**config.mk**
```make
export PLATFORM = sky130hd
export DESIGN_NAME = multicycle_alu
export DESIGN_NICKNAME = d
export VERILOG_FILES = /design/src/rtl/multicycle_alu.sv
export SDC_FILE = /design/constraint.sdc
export NUM_CORES = 1
export LEC_CHECK = 0
export ABC_AREA = 1
export ABC_CLOCK_PERIOD_IN_PS = 3500
export BUFFER_PORTS_ARGS = -buffer_cell sky130_fd_sc_hd__buf_4
export CORE_ASPECT_RATIO = 1.25
export CORE_MARGIN = 2
export CORE_UTILIZATION = 55
export DETAILED_ROUTE_END_ITERATION = 12
export GPL_TIMING_DRIVEN = 0
export PLACE_DENSITY_LB_ADDON = 0.25
export SLEW_MARGIN = 30
export SYNTH_ARGS = -nofsm -noshare
export SYNTH_HDL_FRONTEND = slang
export SYNTH_SLANG_ARGS = --single-unit
```
**constraint.sdc**
```tcl
create_clock -name clk -period 3.5 [get_ports clk]
set_input_delay 0.175 -clock clk [delete_from_list [all_inputs] [get_ports clk]]
set_output_delay 0.175 -clock clk [all_outputs]
set_load 0.01 [all_outputs]
```
**src/rtl/multicycle_alu.sv**
```systemverilog
`default_nettype none
// ============================================================================
// Module      : multicycle_alu
// Description : Handshaked ALU with registered result and flags. Simple ops
//               complete in one cycle; MULU (shift-add) and DIVU/REMU
//               (restoring division) iterate one bit per cycle for WIDTH
//               cycles on a shared 2*WIDTH accumulator.
// Revision    : 1.0 - initial release
// ============================================================================
module multicycle_alu #(
    parameter int WIDTH = 32
) (
    input  logic             clk,
    input  logic             rst_n,
    input  logic             in_valid,
    output logic             in_ready,
    input  logic [WIDTH-1:0] operandA,
    input  logic [WIDTH-1:0] operandB,
    input  logic [3:0]       ALU_control,
    output logic             out_valid,
    input  logic             out_ready,
    output logic [WIDTH-1:0] result,
    output logic             zero_flag,
    output logic             negative_flag,
    output logic             carry_flag,
    output logic             overflow_flag,
    output logic             div_by_zero,
    output logic             busy
);

    localparam int SHW = $clog2(WIDTH);
    localparam int CW  = SHW + 1;

    localparam logic [3:0] c_OP_ADD  = 4'b0000;
    localparam logic [3:0] c_OP_SUB  = 4'b0001;
    localparam logic [3:0] c_OP_AND  = 4'b0010;
    localparam logic [3:0] c_OP_OR   = 4'b0011;
    localparam logic [3:0] c_OP_XOR  = 4'b0100;
    localparam logic [3:0] c_OP_NOR  = 4'b0101;
    localparam logic [3:0] c_OP_SLT  = 4'b0110;
    localparam logic [3:0] c_OP_SLTU = 4'b0111;
    localparam logic [3:0] c_OP_SLL  = 4'b1000;
    localparam logic [3:0] c_OP_SRL  = 4'b1001;
    localparam logic [3:0] c_OP_SRA  = 4'b1010;
    localparam logic [3:0] c_OP_MULU = 4'b1011;
    localparam logic [3:0] c_OP_DIVU = 4'b1100;
    localparam logic [3:0] c_OP_REMU = 4'b1101;

    typedef enum logic [1:0] {
        S_IDLE = 2'd0,
        S_BUSY = 2'd1,
        S_DONE = 2'd2
    } state_t;

    state_t             r_state;
    state_t             w_state_next;
    logic [3:0]         r_op;
    logic [WIDTH-1:0]   r_a;
    logic [WIDTH-1:0]   r_b;
    logic [2*WIDTH-1:0] r_acc;
    logic [CW-1:0]      r_cnt;

    logic               w_accept;
    logic               w_is_multi;

    // single-cycle datapath
    logic [WIDTH:0]     w_sum;
    logic [WIDTH:0]     w_diff;
    logic [SHW-1:0]     w_sh;
    logic [WIDTH-1:0]   w_sc_res;
    logic               w_sc_carry;
    logic               w_sc_ovf;

    // iterative datapath
    logic [WIDTH:0]     w_mul_sum;
    logic [2*WIDTH-1:0] w_mul_next;
    logic [WIDTH:0]     w_div_trial;
    logic               w_div_ge;
    logic [WIDTH-1:0]   w_div_rem;
    logic [2*WIDTH-1:0] w_div_next;
    logic [2*WIDTH-1:0] w_acc_next;

    // result register load
    logic               w_load;
    logic [WIDTH-1:0]   w_res_d;
    logic               w_carry_d;
    logic               w_ovf_d;
    logic               w_dbz_d;

    assign in_ready   = (r_state == S_IDLE) || (r_state == S_DONE && out_ready);
    assign w_accept   = in_valid && in_ready;
    assign w_is_multi = (ALU_control == c_OP_MULU) || (ALU_control == c_OP_DIVU) ||
                        (ALU_control == c_OP_REMU);
    assign out_valid  = (r_state == S_DONE);
    assign busy       = (r_state == S_BUSY);

    // Single-cycle operations evaluated straight from the live operands
    always_comb begin
        w_sum      = {1'b0, operandA} + {1'b0, operandB};
        w_diff     = {1'b0, operandA} - {1'b0, operandB};
        w_sh       = operandB[SHW-1:0];
        w_sc_res   = '0;
        w_sc_carry = 1'b0;
        w_sc_ovf   = 1'b0;
        case (ALU_control)
            c_OP_ADD: begin
                w_sc_res   = w_sum[WIDTH-1:0];
                w_sc_carry = w_sum[WIDTH];
                w_sc_ovf   = (operandA[WIDTH-1] == operandB[WIDTH-1]) &&
                             (w_sum[WIDTH-1] != operandA[WIDTH-1]);
            end
            c_OP_SUB: begin
                w_sc_res   = w_diff[WIDTH-1:0];
                w_sc_carry = w_diff[WIDTH];
                w_sc_ovf   = (operandA[WIDTH-1] != operandB[WIDTH-1]) &&
                             (w_diff[WIDTH-1] != operandA[WIDTH-1]);
            end
            c_OP_AND:  w_sc_res = operandA & operandB;
            c_OP_OR:   w_sc_res = operandA | operandB;
            c_OP_XOR:  w_sc_res = operandA ^ operandB;
            c_OP_NOR:  w_sc_res = ~(operandA | operandB);
            c_OP_SLT:  w_sc_res = {{(WIDTH-1){1'b0}}, ($signed(operandA) < $signed(operandB))};
            c_OP_SLTU: w_sc_res = {{(WIDTH-1){1'b0}}, (operandA < operandB)};
            c_OP_SLL:  w_sc_res = operandA << w_sh;
            c_OP_SRL:  w_sc_res = operandA >> w_sh;
            c_OP_SRA:  w_sc_res = $unsigned($signed(operandA) >>> w_sh);
            default:   w_sc_res = '0;
        endcase
    end

    // One shift-add or restoring-division step on the accumulator
    always_comb begin
        // multiply: {hi, lo} with the multiplier in lo, product shifts in from the top
        w_mul_sum   = {1'b0, r_acc[2*WIDTH-1:WIDTH]} + {1'b0, (r_acc[0] ? r_a : {WIDTH{1'b0}})};
        w_mul_next  = {w_mul_sum, r_acc[WIDTH-1:1]};
        // divide: remainder in hi, dividend/quotient in lo, shifted left one bit
        w_div_trial = r_acc[2*WIDTH-1:WIDTH-1];
        w_div_ge    = (w_div_trial >= {1'b0, r_b});
        w_div_rem   = w_div_trial[WIDTH-1:0] - r_b;
        w_div_next  = {(w_div_ge ? w_div_rem : w_div_trial[WIDTH-1:0]),
                       r_acc[WIDTH-2:0], w_div_ge};
        w_acc_next  = (r_op == c_OP_MULU) ? w_mul_next : w_div_next;
    end

    // Select what gets written into the result/flag registers and when
    always_comb begin
        w_load    = 1'b0;
        w_res_d   = w_sc_res;
        w_carry_d = w_sc_carry;
        w_ovf_d   = w_sc_ovf;
        w_dbz_d   = 1'b0;
        if (r_state == S_BUSY) begin
            w_load    = (r_cnt == '0);
            w_carry_d = 1'b0;
            w_ovf_d   = 1'b0;
            case (r_op)
                c_OP_MULU: begin
                    w_res_d   = w_mul_next[WIDTH-1:0];
                    w_carry_d = |w_mul_next[2*WIDTH-1:WIDTH];
                end
                c_OP_DIVU: begin
                    w_res_d = w_div_next[WIDTH-1:0];
                    w_dbz_d = (r_b == '0);
                end
                c_OP_REMU: begin
                    w_res_d = w_div_next[2*WIDTH-1:WIDTH];
                    w_dbz_d = (r_b == '0);
                end
                default: w_res_d = '0;
            endcase
        end else if (w_accept && !w_is_multi) begin
            w_load = 1'b1;
        end
    end

    // State register
    always_ff @(posedge clk or negedge rst_n) begin
        if (!rst_n) begin
            r_state <= S_IDLE;
        end else begin
            r_state <= w_state_next;
        end
    end

    // Next-state logic
    always_comb begin
        w_state_next = r_state;
        case (r_state)
            S_IDLE: begin
                if (w_accept) begin
                    w_state_next = w_is_multi ? S_BUSY : S_DONE;
                end
            end
            S_BUSY: begin
                if (r_cnt == '0) begin
                    w_state_next = S_DONE;
                end
            end
            S_DONE: begin
                if (w_accept) begin
                    w_state_next = w_is_multi ? S_BUSY : S_DONE;
                end else if (out_ready) begin
                    w_state_next = S_IDLE;
                end
            end
            default: w_state_next = S_IDLE;
        endcase
    end

    // Operand capture, iteration and result/flag registers
    always_ff @(posedge clk or negedge rst_n) begin
        if (!rst_n) begin
            r_op          <= '0;
            r_a           <= '0;
            r_b           <= '0;
            r_acc         <= '0;
            r_cnt         <= '0;
            result        <= '0;
            zero_flag     <= 1'b0;
            negative_flag <= 1'b0;
            carry_flag    <= 1'b0;
            overflow_flag <= 1'b0;
            div_by_zero   <= 1'b0;
        end else begin
            if (w_accept) begin
                r_op  <= ALU_control;
                r_a   <= operandA;
                r_b   <= operandB;
                r_cnt <= CW'(WIDTH - 1);
                r_acc <= (ALU_control == c_OP_MULU) ? {{WIDTH{1'b0}}, operandB}
                                                    : {{WIDTH{1'b0}}, operandA};
            end else if (r_state == S_BUSY) begin
                r_acc <= w_acc_next;
                r_cnt <= r_cnt - CW'(1);
            end
            if (w_load) begin
                result        <= w_res_d;
                zero_flag     <= (w_res_d == '0);
                negative_flag <= w_res_d[WIDTH-1];
                carry_flag    <= w_carry_d;
                overflow_flag <= w_ovf_d;
                div_by_zero   <= w_dbz_d;
            end
        end
    end

endmodule
`default_nettype wire
```
==> results.md, run 1 <==
- Status: aborted with a tool error
- I/O pin count: 112
- Die Span X: 190 um
- Largest net degree at the start of global routing: 69
- Vias in the first global route: 33400
- DP Worst Slack: -1830 ps
- Cell count after synthesis: 4151
- Post-DP HPWL: 107 mm
- H-tree depth: 4
- CTS Buf Count: 17
- Yosys reg bits: 176
- Commonest cells in the netlist: nand2_1 (1289), inv_1 (541), nand3_1 (541)
- Area leader, netlist: nand2_1
- Initial Util: 55.4%
- TritonCTS Sinks: 176
- GR Util All Layers: 67.4%
- GPL Wtd Cong: 1.14
- Post-Syn Area: 0.0237 mm2
- GRT overflow: 162
- Clock Path Buffers: 2
- Share of the synthesized area in the top cell type: 20.4%
- Top FF cell, synth: dfrtp_1
- Average size of a mapped cell: 5.72 um2
- CTS root buf: clkbuf_16
- Syn Nets: 4398
- Most frequent cell after synthesis: nand2_1
- Total of warnings raised by yosys: 0
- Stage reached: global routing (5_1_grt)
- Run Error: [ERROR GRT-0116] Global routing finished with congestion. Check the congestion regions in the DRC Viewer.
- Post-synth EDFFs: 0
- Die Y: 236 um
- First-pass GRT wire length: 224 mm
- Synth area leaders: nand2_1 (20%), dfrtp_1 (19%), nand3_1 (11%), ha_1 (9.0%), inv_1 (8.6%)
- Async S/R FF share, synth: 100%
- I/O Buffers: 111
- Cell row count: 85
- Post-synthesis sequential area ratio: 18.5%
- Yosys cell types: 57
per-stage QoR:
stage          hold WS, ps  utilization (%)  cells  instance area [um2]
4_1_cts               96.6             60.9   4861                26100
3_3_place_gp           439             59.0   4827                25300
3_5_place_dp           104             59.2   4829                25400
2_1_floorplan         -121                -   4151                23700
metal layers:
layer	global-route usage, %	GRT overflow
met3	40.1	1
met2	92.1	90
met4	74.1	71
met5	4.73	0
met1	66.4	0
logic make-up after synthesis:
group           share of synthesized area [%]
simple gates                             42.0
mux                                     0.126
fa+ha+maj                                9.35
flops                                    18.5
buf+inv                                  12.0
xor+xnor                                 1.51
compound gates                           16.4
what timing repair did:
action	4_1_cts
setup endpoints to repair	41
hold endpoints to repair	50
pin swaps	1
gates resized for setup	38
cloned	0
hold buffers	2
setup buffers	2
==> run 2: changes to the inputs <==
- CORE_ASPECT_RATIO: 1.25 -> not set
- CORE_UTILIZATION: 55 -> 40
- PLACE_DENSITY_LB_ADDON: 0.25 -> 0.15
==> run 2 against run 1 <==
Net effect:
- the flow now finishes, with violations (negative setup slack)
- area after synthesis is the same
- synthesized cell count did not move
==> results.md, run 2 <==
- DR WL/cell: 27.4 um
- 1st-iter DRT viols: 3706
- Tmin final: 3610 ps
- Yosys cell types: 57 (unchanged)
- Setup WS post-layout: -107 ps
- Xor-xnor portion of the synthesized cell area: 1.51% (unchanged)
- I/O pin count: 112 (unchanged)
- Top FF cell, synth: dfrtp_1 (unchanged)
- Remaining DRCs: 0
- Synth area leaders: nand2_1 (20%), dfrtp_1 (19%), nand3_1 (11%), ha_1 (9.0%), inv_1 (8.6%) (unchanged)
- Initial Util: 40.3% (was 55.4%)
- Die Span X: 248 um (was 190 um)
- Vias in the first global route: 28700
- Sw Share: 56.1%
- CTS tree: done
- Commonest non-fill, non-tap cell in the layout: nand2_1
- GR Util All Layers: 44.6%
- Largest register FFs: 64
- Full die area: 0.0613 mm2
- Clk pwr share: 11.5%
- Die Y: 248 um (was 236 um)
- Average size of a mapped cell: 5.72 um2 (unchanged)
- Max-cap violations: 0
- Most flop-heavy register: r_acc
- Final Setup Violations: 1
- Simple-gate area share of the yosys netlist: 42.0% (unchanged)
- Largest family of logic cells by synthesized area: simple AND/OR/NAND/NOR gates (unchanged)
- WP data arrival: 4000 ps
- Reg2Reg Setup Slack: 100 ps
- Vias: 30200
- Worst-path clk slew: 70 ps
- Initial DRT Pass Iterations: 7
- Total of warnings raised by yosys: 0 (unchanged)
- CTS root buf: clkbuf_16 (unchanged)
- Post-Syn Area: 0.0237 mm2 (unchanged)
- Adder-cell share of the synthesized area: 9.35% (unchanged)
- Comb pwr share: 67.5%
- Power Density: 643 mW/mm2
- H-tree depth: 4 (unchanged)
- NumNets Final: 4533
- Final ANT Viol Nets: 0
- First-pass GRT wire length: 196 mm
- Leak Pwr: 14.0 nW
- I/O Buffers: 111 (unchanged)
- Slew @ Worst Pin: 1150 ps
- Filler Cells Inserted: 6668
- Final Cell Area: 0.0267 mm2
- Share of the synthesized area in the top cell type: 20.4% (unchanged)
- Final cell count without fillers: 5073
- Psw: 9.64 mW
- Async S/R FF share, synth: 100% (unchanged)
- CTS Buf Count: 17 (unchanged)
- Initial antenna violation count: 5
- Layout cells sized above 1: 8.19%
- Syn-to-layout area delta: 12.7%
- GPL Wtd Cong: 1.10 (was 1.14)
- CP Capture Type: flop
- Clock latency on the worst-skew pair: 450 ps
- Vias per cell: 5.96
- Clock Path Buffers: 2 (unchanged)
- Core ar.: 0.0589 mm2
- Period utilization: 103%
- TritonCTS Sinks: 176 (unchanged)
- Post-synthesis mux area share: 0.126% (unchanged)
- Cell row count: 89 (was 85)
- Seq pwr share: 21.0%
- Post-DP HPWL: 116 mm (was 107 mm)
- Commonest cells in the netlist: nand2_1 (1289), inv_1 (541), nand3_1 (541) (unchanged)
- Compound-Gate Fraction of Synth Area: 16.4% (unchanged)
- Failing checks: negative setup slack
- Status: finished, violations left (was aborted with a tool error)
- Post-synth EDFFs: 0 (unchanged)
- Final Max Tran Viols: 0
- GRT overflow: 0
- Most frequent cell after synthesis: nand2_1 (unchanged)
- Setup_tns: -107 ps
- Worst-path fanout max: 10
- Max Fclk: 277 MHz
- Final clock skew: 15.3 ps
- Internal power: 7.55 mW
- Placed Area: 0.0256 mm2 (was 0.0254 mm2)
- Commonest non-fill, non-tap cells in the layout: nand2_1 (1275), inv_1 (538), nand3_1 (533)
- Hold Fails Final Rpt: 0
- Syn Nets: 4398 (unchanged)
- Wirelength, routed: 139 mm
- HP Class: in2reg
- Crit Path Category: in2reg
- Yosys reg bits: 176 (unchanged)
- Inst Count DP: 5037 (was 4829)
- Maximum vdd drop: 0.576 mV
- Area leader, netlist: nand2_1 (unchanged)
- Cell count after synthesis: 4151 (unchanged)
- Worst EP required: 3890 ps
- Startpoint type of the worst setup path: input pin
- Largest net degree at the start of global routing: 75
- Slew HR: 23.3%
- DP Worst Slack: -1490 ps (was -1830 ps)
- Post-synthesis sequential area ratio: 18.5% (unchanged)
==> run 2: kinds of logic (layout without fill, tap and decap cells) <==
kind of cell / Yosys count / after routing
compound gates: 688 / 688
xor+xnor: 41 / 41
fa+ha+maj: 175 / 175
buf+inv: 725 / 872
flops: 176 / 176
mux: 3 / 3
other cells: 0 / 2
simple gates: 2343 / 2343
==> run 2: through the flow <==
stage	utilization, %	power (mW)	hold slack (ps)
floorplan	-	10.5	-121
global placement	43.4	14.4	440
detailed placement	43.5	14.4	71.6
CTS	44.8	16.5	46.0
global route	45.4	18.3	79.9
finish	45.4	17.2	55.7
==> run 2: final timing paths <==
kind / cells past startpoint / end / from
setup / recovery: 14 / zero_flag / ALU_control[1]
hold / removal: 3 / r_op[1] / ALU_control[1]
setup reg to reg: 18 / zero_flag / r_acc[60]
hold reg to reg: 2 / r_a[9] / r_a[9]
max in group asynchronous: 3 / r_acc[31] / rst_n
min in group asynchronous: 2 / r_b[6] / rst_n
==> run 2: cell type report <==
cell class,instances,area (um2),share of cell area (%)
Multi-Input combinational cell,3250,16900,63.2
Sequential cell,176,4410,16.5
Inverter,555,2090,7.83
Timing Repair Buffer,124,996,3.72
Tap cell,773,967,3.62
Buffer,162,785,2.93
Clock buffer,19,433,1.62
Clock inverter,12,150,0.561
Antenna cell,2,5.00,0.0187
==> run 2: repair_timing <==
item | 4_1_cts | 5_1_grt
gates cloned | 0 | 0
buffers inserted | 2 | 7
endpoints found under the hold margin | 148 | 0
setup endpoints to repair | 52 | 3
pin swaps | 0 | 14
resized for setup | 53 | 80
hold buffers | 2 | 0
==> run 2: power groups by stage <==
stage | combinational (mW) | sequential (mW) | clock, mW
after floorplan | 7.09 | 3.37 | 0
after global placement | 10.8 | 3.58 | 0
after detailed placement | 10.8 | 3.59 | 0
after CTS | 11.0 | 3.58 | 1.98
after global routing | 12.6 | 3.68 | 2.05
final | 11.6 | 3.62 | 1.98
==> run 2: worst max-delay path, stage by stage <==
cell and delay, ps:
buf_4 130, nor2_1 90, nand2_1 470, clkinv_1 500, clkbuf_1 490, nand2_1 160
nand3_1 140, a211oi_1 840, nand4_1 310, nand2_1 250, nand3_1 130, nor2_1 120
nand3_1 110, nand2_1 70
==> run 2: metal layers <==
metal	track usage (%)	vias to the layer above	share of wire [%]
met1	53.5	14200	38
met5	0	-	0.029
met4	33.6	6	9.5
met2	70.5	1740	43
li1	-	13800	-
met3	9.09	454	9.4
Note: power is estimated with default switching activity, not from simulation.
==> run 3: changes to the inputs <==
- ABC_AREA: 1 -> not set
- MAX_ROUTING_LAYER: not set -> met4
==> run 3 against run 2 <==
Net effect:
- the flow still finishes with violations (negative setup slack)
- first-iteration DRC count fell by 16%
- utilization rose by 5.8 points
- sequential share of layout area is 0.79 points lower
- cell count decreased by 21%
- fmax is 22% lower
- routed wire length down 2.4%
- largest cell class unchanged
- highest routed layer is now met4
==> results.md, run 3 <==
- Vias per cell: 6.89 (was 5.96)
- Die Y: 239 um (was 248 um)
- First-pass GRT wire length: 190 mm (was 196 mm)
- Internal power: 6.58 mW (was 7.55 mW)
- Average size of a mapped cell: 7.44 um2 (was 5.72 um2)
- Wirelength, routed: 136 mm (was 139 mm)
- Synth area leaders: dfrtp_1 (20%), ha_1 (9.6%), a21oi_1 (6.0%), o21ai_0 (6.0%), nand2_1 (5.7%) (was nand2_1 (20%), dfrtp_1 (19%), nand3_1 (11%), ha_1 (9.0%), inv_1 (8.6%))
- Comb pwr share: 61.0% (was 67.5%)
- CTS root buf: clkbuf_16 (unchanged)
- Clock latency on the worst-skew pair: 470 ps (was 450 ps)
- Most frequent cell after synthesis: nand2_1 (unchanged)
- Worst path cell trace: buf_4 -> buf_12 -> buf_8 -> mux4_2 -> mux2i_1 -> o32a_1 -> a21oi_1 -> o21ai_0 -> o221ai_4 -> or4_4 -> nor4_4 -> nand3_1 -> nor3_2 -> a32o_2 (was buf_4 -> nor2_1 -> nand2_1 -> clkinv_1 -> clkbuf_1 -> nand2_1 -> nand3_1 -> a211oi_1 -> nand4_1 -> nand2_1 -> nand3_1 -> nor2_1 -> nand3_1 -> nand2_1)
- Setup repair after global routing missed its margin: true
- CTS Buf Count: 17 (unchanged)
- Leak Pwr: 11.6 nW (was 14.0 nW)
- Startpoint type of the worst setup path: input pin (unchanged)
- Clk pwr share: 15.3% (was 11.5%)
- Worst-path clk slew: 80 ps (was 70 ps)
- Remaining DRCs: 0 (unchanged)
- NumNets Final: 3466 (was 4533)
- Syn Nets: 3229 (was 4398)
- Inst Count DP: 3845 (was 5037)
- Cell row count: 86 (was 89)
- Reg2Reg Setup Slack: -1060 ps (was 100 ps)
- Vias in the first global route: 26600 (was 28700)
- GRT overflow: 0 (unchanged)
- Initial DRT Pass Iterations: 8 (was 7)
- Total of warnings raised by yosys: 0 (unchanged)
- Area leader, netlist: dfrtp_1 (was nand2_1)
- CP Capture Type: flop (unchanged)
- CP bufs+invs: 3 (unchanged)
- Failing checks: negative setup slack (unchanged)
- Fin util: 51.2% (was 45.4%)
- Post-synth EDFFs: 0 (unchanged)
- Worst-path fanout max: 10 (unchanged)
- Vias: 27500 (was 30200)
- Final Max Tran Viols: 0 (unchanged)
- Crit-path max cell delay: 710 ps (was 840 ps)
- Power Density: 463 mW/mm2 (was 643 mW/mm2)
- Tmin final: 4630 ps (was 3610 ps)
- Layout cells sized above 1: 23.6% (was 8.19%)
- Psw: 6.47 mW (was 9.64 mW)
- GR Util All Layers: 48.0% (was 44.6%)
- Most flop-heavy register: r_acc (unchanged)
- Top FF cell, synth: dfrtp_1 (unchanged)
- Syn-to-layout area delta: 27.0% (was 12.7%)
- Max Fclk: 216 MHz (was 277 MHz)
- Sw Share: 49.6% (was 56.1%)
- Hold Fails Final Rpt: 0 (unchanged)
- Setup_tns: -6100 ps (was -107 ps)
- Async S/R FF share, synth: 100% (unchanged)
- H-tree depth: 4 (unchanged)
- Initial antenna violation count: 8 (was 5)
- Commonest non-fill, non-tap cells in the layout: nand2_1 (334), nor2_1 (286), a21oi_1 (229) (was nand2_1 (1275), inv_1 (538), nand3_1 (533))
- I/O pin count: 112 (unchanged)
- I/O Buffers: 110 (was 111)
- Clock Path Buffers: 2 (unchanged)
- Initial Util: 40.3% (about the same)
- Critical path's top delay family: compound AO/OA/AOI/OAI gates (was simple AND/OR/NAND/NOR gates)
- Period utilization: 132% (was 103%)
- Slew @ Worst Pin: 1050 ps (was 1150 ps)
- Post-Syn Area: 0.0222 mm2 (was 0.0237 mm2)
- 1st-iter DRT viols: 3129 (was 3706)
- GPL Wtd Cong: 1.15 (was 1.10)
- CP max-delay cell: o21ai_0 (was a211oi_1)
- Largest register FFs: 64 (unchanged)
- Final clock skew: 13.5 ps (was 15.3 ps)
- Full die area: 0.0574 mm2 (was 0.0613 mm2)
- Post-synthesis sequential area ratio: 19.9% (was 18.5%)
- Share of the synthesized area in the top cell type: 19.9% (was 20.4%)
- CTS tree: done (unchanged)
- Worst EP required: 3910 ps (was 3890 ps)
- Largest net degree at the start of global routing: 85 (was 75)
- Post-DP HPWL: 106 mm (was 116 mm)
- Core ar.: 0.0550 mm2 (was 0.0589 mm2)
- Cell count after synthesis: 2982 (was 4151)
- HP Class: in2reg (unchanged)
- Final cell count without fillers: 3987 (was 5073)
- Setup WS post-layout: -1130 ps (was -107 ps)
- Seq pwr share: 23.6% (was 21.0%)
- Status: finished, violations left (unchanged)
- DR WL/cell: 34.0 um (was 27.4 um)
- Crit Path Category: in2reg (unchanged)
- Yosys cell types: 91 (was 57)
- Commonest non-fill, non-tap cell in the layout: nand2_1 (unchanged)
- Final ANT Viol Nets: 0 (unchanged)
- Die Span X: 239 um (was 248 um)
- Commonest cells in the netlist: nand2_1 (337), nor2_1 (292), a21oi_1 (268) (was nand2_1 (1289), inv_1 (541), nand3_1 (541))
- TritonCTS Sinks: 176 (unchanged)
- Yosys reg bits: 176 (unchanged)
- Slew HR: 29.6% (was 23.3%)
- Max-cap violations: 0 (unchanged)
- WP data arrival: 5040 ps (was 4000 ps)
- Maximum vdd drop: 0.406 mV (was 0.576 mV)
- Final Setup Violations: 19 (was 1)
-- run 3: changes by cell type after synthesis, sizes merged, moves of 69 or more --
cell and change:
nand2 -972, nand3 -446, inv -410, clkbuf +75
mux2i +70, a21oi +69
-- run 3: final timing paths --
| check | from | end | cells after the start |
|---|---|---|---|
| setup / recovery | operandB[0] | zero_flag | 14 |
| hold / removal | operandB[5] | r_b[5] | 3 |
| setup reg to reg | r_acc[0] | carry_flag | 17 |
| hold reg to reg | r_a[11] | r_a[11] | 2 |
| max in group asynchronous | rst_n | r_a[24] | 3 |
| min in group asynchronous | rst_n | r_acc[41] | 2 |
-- run 3: metrics by stage --
stage / total power, mW / hold slack, ps / cell area, um2 / setup slack (ps)
2_1_floorplan: 6.66 / -121 / 22400 / -278
3_5_place_dp: 9.12 / -2.15 / 24300 / -2990
6_report: 13.1 / 16.8 / 28200 / -1130
3_3_place_gp: 9.04 / 446 / 24100 / -3060
4_1_cts: 12.2 / 4.10 / 27200 / -989
5_1_grt: 13.5 / 28.4 / 28200 / -1120
-- run 3: repair_timing --
item / in CTS / in global routing
pin swaps: 89 / 77
cloned: 1 / 0
hold buffers: 10 / 0
hold endpoints to repair: 185 / 0
resized for setup: 398 / 177
buffers inserted: 77 / 39
setup endpoints to repair: 72 / 64
-- run 3: power by group through the flow --
stage | clock network (mW) | logic [mW] | registers, mW
finish | 2.00 | 7.97 | 3.09
global route | 2.08 | 8.30 | 3.13
CTS | 2.00 | 7.13 | 3.05
detailed placement | 0 | 6.05 | 3.07
global placement | 0 | 5.98 | 3.06
floorplan | 0 | 3.71 | 2.94
-- run 3: layout make-up --
cell class / instances / area [um2]
flip-flops and latches: 176 / 4420
repair buffers: 239 / 1950
well taps: 748 / 936
clock inverters: 15 / 188
fillers: 5298 / 26800
plain buffers: 203 / 1330
clock buffers: 17 / 425
multi-input cells: 2439 / 18300
diodes: 7 / 17.5
inverters: 143 / 574
-- run 3: cells by family after synthesis --
family | after synthesis | synth area share [%]
flip-flops | 176 | 19.9
AND/OR/NAND/NOR | 997 | 20.5
AO/OA/AOI/OAI | 1034 | 30.1
buffers and inverters | 367 | 6.60
multiplexers | 154 | 9.86
adder cells (fa/ha/maj) | 175 | 10.0
XOR/XNOR | 79 | 3.12
-- run 3: per-layer routing --
layer / vias to the layer above / global-route usage, % / share of wire (%)
met3: 734 / 10.6 / 10
met4: 0 / 42.0 / 11
met1: 13200 / 53.1 / 35
met5: - / - / 0
li1: 11500 / - / -
met2: 2025 / 73.0 / 44
-- run 3: tightest hold or removal path, delay by kind of cell --
family	cells	cell delay [ps]
buffers and inverters	1	150
and+or+nand+nor	1	60
AOI/OAI and AO/OA	1	60
